### src/rtl/sync_down_counter.sv
// sync_down_counter: synchronous parameterised down counter with parallel load,
// count enable and a combinational terminal-count (borrow-out) for cascading.
// Optional macro DOWN_CNT_ONESHOT_EN: when defined, the counter parks at zero
// instead of wrapping to all-ones; when undefined it is free-running.
module sync_down_counter #(
  parameter int unsigned WIDTH = 4
) (
  input  logic             clk,
  input  logic             res,
  input  logic             t,
  input  logic             load,
  input  logic [WIDTH-1:0] d,
  output logic [WIDTH-1:0] q,
  output logic [WIDTH-1:0] qb,
  output logic             tc
);

  logic [WIDTH-1:0] q_q;
  logic [WIDTH-1:0] q_d;
  logic             zero_c;

  assign zero_c = (q_q == '0);

  // Next count: load beats decrement, decrement beats hold.
  always_comb begin
    q_d = q_q;
    if (load) begin
      q_d = d;
    end else if (t) begin
`ifdef DOWN_CNT_ONESHOT_EN
      if (!zero_c) begin
        q_d = q_q - WIDTH'(1);
      end
`else
      q_d = q_q - WIDTH'(1);
`endif
    end
  end

  // Count register; reset clears it immediately, independent of clk.
  always_ff @(posedge clk or posedge res) begin
    if (res) begin
      q_q <= '0;
    end else begin
      q_q <= q_d;
    end
  end

  assign q  = q_q;
  assign qb = ~q_q;
  // Borrow-out feeds the enable of the next stage in a cascade.
  assign tc = t & zero_c;

endmodule

### config.mk
export PLATFORM = sky130hd
export DESIGN_NAME = sync_down_counter
export DESIGN_NICKNAME = d
export VERILOG_FILES = /design/src/rtl/sync_down_counter.sv
export SDC_FILE = /design/constraint.sdc
export NUM_CORES = 1
export LEC_CHECK = 0
export ABC_AREA = 1
export CELL_PAD_IN_SITES_DETAIL_PLACEMENT = 1
export CELL_PAD_IN_SITES_GLOBAL_PLACEMENT = 1
export CORE_AREA = 2 2 39 41
export CTS_BUF_LIST = sky130_fd_sc_hd__clkbuf_8 sky130_fd_sc_hd__clkbuf_16
export DETAILED_ROUTE_END_ITERATION = 8
export DIE_AREA = 0 0 41 43
export PLACE_DENSITY = 0.66
export SLEW_MARGIN = 20
export SYNTH_ARGS = -nofsm -noshare
export SYNTH_HDL_FRONTEND = slang
export SYNTH_SLANG_ARGS = --single-unit
### constraint.sdc
create_clock -name clk -period 1.5 [get_ports clk]
set_clock_uncertainty 0.15 [all_clocks]
set_input_delay 0.3 -clock clk [delete_from_list [all_inputs] [get_ports clk]]
set_output_delay 0.3 -clock clk [all_outputs]
set_load 0.1 [all_outputs]
==> flow_metrics.tcl <==
set metrics [dict create \
    grt_max_degree 7 \
    syn-num-nets 45 \
    dp.cells 74 \
    synthToLayoutAreaGrowth_pct 176 \
    hold_slack_ns 0.125 \
    crit_cells 5 \
    drive_gt1_frac 0.569 \
    synth_top_family_by_area "simple AND/OR/NAND/NOR gates" \
    setup_violations 4 \
    cp_data_required_time_ns 1.05 \
    regToRegSetupSlack_ns 0.02 \
    yosys.area_share.adder 0.0952 \
    synth_seq_area_share 0.381 \
    synth_top_cell_by_area "dfrtp_1" \
    p_sw_uw 385 \
    synth-simple-area-share 0.267 \
    die_y_um 43 \
    reg2reg_to "q[2]" \
    clock_path_buffers 2 \
    synth_top_area_frac 0.381 \
    grtUsageTotal 0.129 \
    worst_path_max_delay_cell "dfrtp_4" \
    gp_congestion 0.691 \
    seqPwrFrac 0.174 \
    worstSetupStartpoint "q[1]" \
    cap_viol_max_count 0 \
    ant_nets 0 \
    dpl_cell_area_um2 647 \
    synth_xor_area_frac 0.0333 \
    internal_power_uw 509 \
    start_util 0.190 \
    n_antenna_cell 0 \
    synth-compound-area-share 0.124 \
    io_pins 17 \
    startpoint_type "flip-flop" \
    drt_iter0_markers 0 \
    port_buffers 16 \
    synthCells 35 \
    grt_pass1_vias 342 \
    dpl.hpwl_um 714 \
    rsz0062_at_grt "yes" \
    worstMarginPinSlew_ns 0.266 \
    drc_errors 0 \
    cts_buffers 3 \
    relSlewSlack 0.822 \
    setup-tns-final_ns -0.425 \
    critPathBufInv 2 \
    ys_types 13 \
    vdd_ir_drop_max_mv 0.531 \
    final.min_clock_period_ns 1.76 \
    dieArea_um2 1760 \
    hold_viol 0 \
    end_kind "output pin" \
    routedWlPerCell_um 11.0 \
    critPathTopFamily "flip-flops" \
    clkTransAtPathRegs_ns 0.03 \
    antenna_found_initial 0 \
    arrival_ns 1.31 \
    violations "negative setup slack" \
    critPathKind "reg -> out" \
    pre_cts_slack_ns -0.242 \
    p_sw_frac 0.431 \
    grt_overflow 0 \
    htreeDepth 1 \
    clk_latency_ns 0.21 \
    fin_area_um2 726 \
    synthMuxAreaShare 0 \
    finalWorstSetupSlack_ns -0.259 \
    totalWireLength_um 890 \
    max_stage_delay_ns 0.48 \
    utilization 0.524 \
    period_share 1.17 \
    cts_tree "done" \
    p_per_area_nw_per_um2 1230 \
    crit_fanout 2 \
    p_leak_nw 0.316 \
    vias 338 \
    rows 14 \
    status "finished with violations" \
    slew_violations 0 \
    path_cells "clkinvlp_4 -> ha_4 -> nand2_4 -> nor3_4 -> buf_12" \
    grt_first_pass_wirelength_um 1520 \
    r2r-start "q[0]" \
    final_cells 81 \
    fmax_ghz 0.568 \
    fp.coreArea_um2 1380 \
    cts_hold_buf 0 \
    synthTopCellsByArea "dfrtp_1 38%, nand2_1 13%, ha_1 9.5%, inv_1 8.6%, nand3_1 5.7%" \
    pwr-share-comb 0.576 \
    synth_seq_cells 4 \
    rr_worst_depth 6 \
    cp-endpoint "tc" \
    cts-root-buf "clkbuf_8" \
    die_w_um 41 \
    yosys_warnings 0 \
    power_frac_clock 0.249 \
    finalPower_uw 893 \
    first_pass_iters 1 \
    vias_per_cell 4.17 \
    largest_reg_flops 4 \
    postSynthAreaPerCell_um2 7.51 \
    hold_path_class "in -> async" \
    nets 77 \
    cts_sinks 4 \
    netlist_area_um2 263 \
]
## cells in the final DEF (no fill, tap or decap)
cell	Yosys	final
nor3_4	0	1
nand2_1	9	8
inv_2	1	1
dfrtp_4	0	4
nor2_1	1	1
a21boi_1	2	2
ha_1	2	1
o21ai_1	2	2
clkbuf_8	0	3
inv_1	6	2
clkdlybuf4s50_1	0	7
clkinvlp_4	0	4
ha_4	0	1
nand3_1	3	3
xnor2_1	1	1
a22oi_1	1	1
buf_12	0	9
nor2_2	2	2
nand2_4	0	1
buf_6	0	2
buf_4	0	9
## worst min-delay path by stage
stage,from,slack [ns],to
CTS,res,0.13,q[3]
detailed placement,res,0.36,q[3]
finish,res,0.12,q[1]
global placement,res,0.35,q[3]
global route,res,0.14,q[1]
floorplan,res,-0.08,q[0]
## worst register-to-register path, delay by kind of cell (launching register included)
kind / cells / cell delay [ns]
buffers and inverters: 3 / 0.37
xor gates and xnor gates: 1 / 0.14
AOI/OAI and AO/OA: 1 / 0.08
adders and majority gates: 1 / 0.20
DFF: 1 / 0.41
## cells by family (layout without fill, tap and decap cells)
group           Yosys count  after routing
xor+xnor                  1              1
buf+inv                   7             37
fa+ha+maj                 2              2
flops                     4              4
compound gates            5              5
simple gates             16             16
## cell usage after synthesis (all sizes together)
library cell  count
a21boi            2
a22oi             1
dfrtp             4
ha                2
inv               7
nand2             9
nand3             3
nor2              3
nor3              1
o21ai             2
xnor2             1
## per-layer routing
layer  track usage  part of all wire  vias to the layer above  wire length (um)
li1              -                 -                      169                 -
met3        0.0314             0.042                        0                37
met1         0.160              0.44                      160               394
met2         0.191              0.52                        9               459
met5             0                 0                        -                 0
met4        0.0800                 0                        0                 0
## area by class of cell
cell class	count	area [um^2]
Sequential cell	4	115
Inverter	7	41.3
Multi-Input combinational cell	24	168
Timing Repair Buffer	27	340
Fill cell	155	658
Tap cell	16	20.0
Clock buffer	3	41.3
## power by group through the flow
stage               Clock [mW]  Combinational (mW)  Sequential, mW
CTS                      0.229               0.497           0.157
global route             0.240               0.541           0.158
floorplan                    0               0.184           0.259
detailed placement           0               0.489           0.161
global placement             0               0.485           0.160
finish                   0.223               0.515           0.156
## what timing repair did
item	in CTS	in global routing
setup endpoints to repair	4	4
resized for setup	0	2
pin swaps	1	0
hold endpoints to repair	0	0
buffers inserted	2	4
No activity file was read; power rests on OpenSTA's default activity.
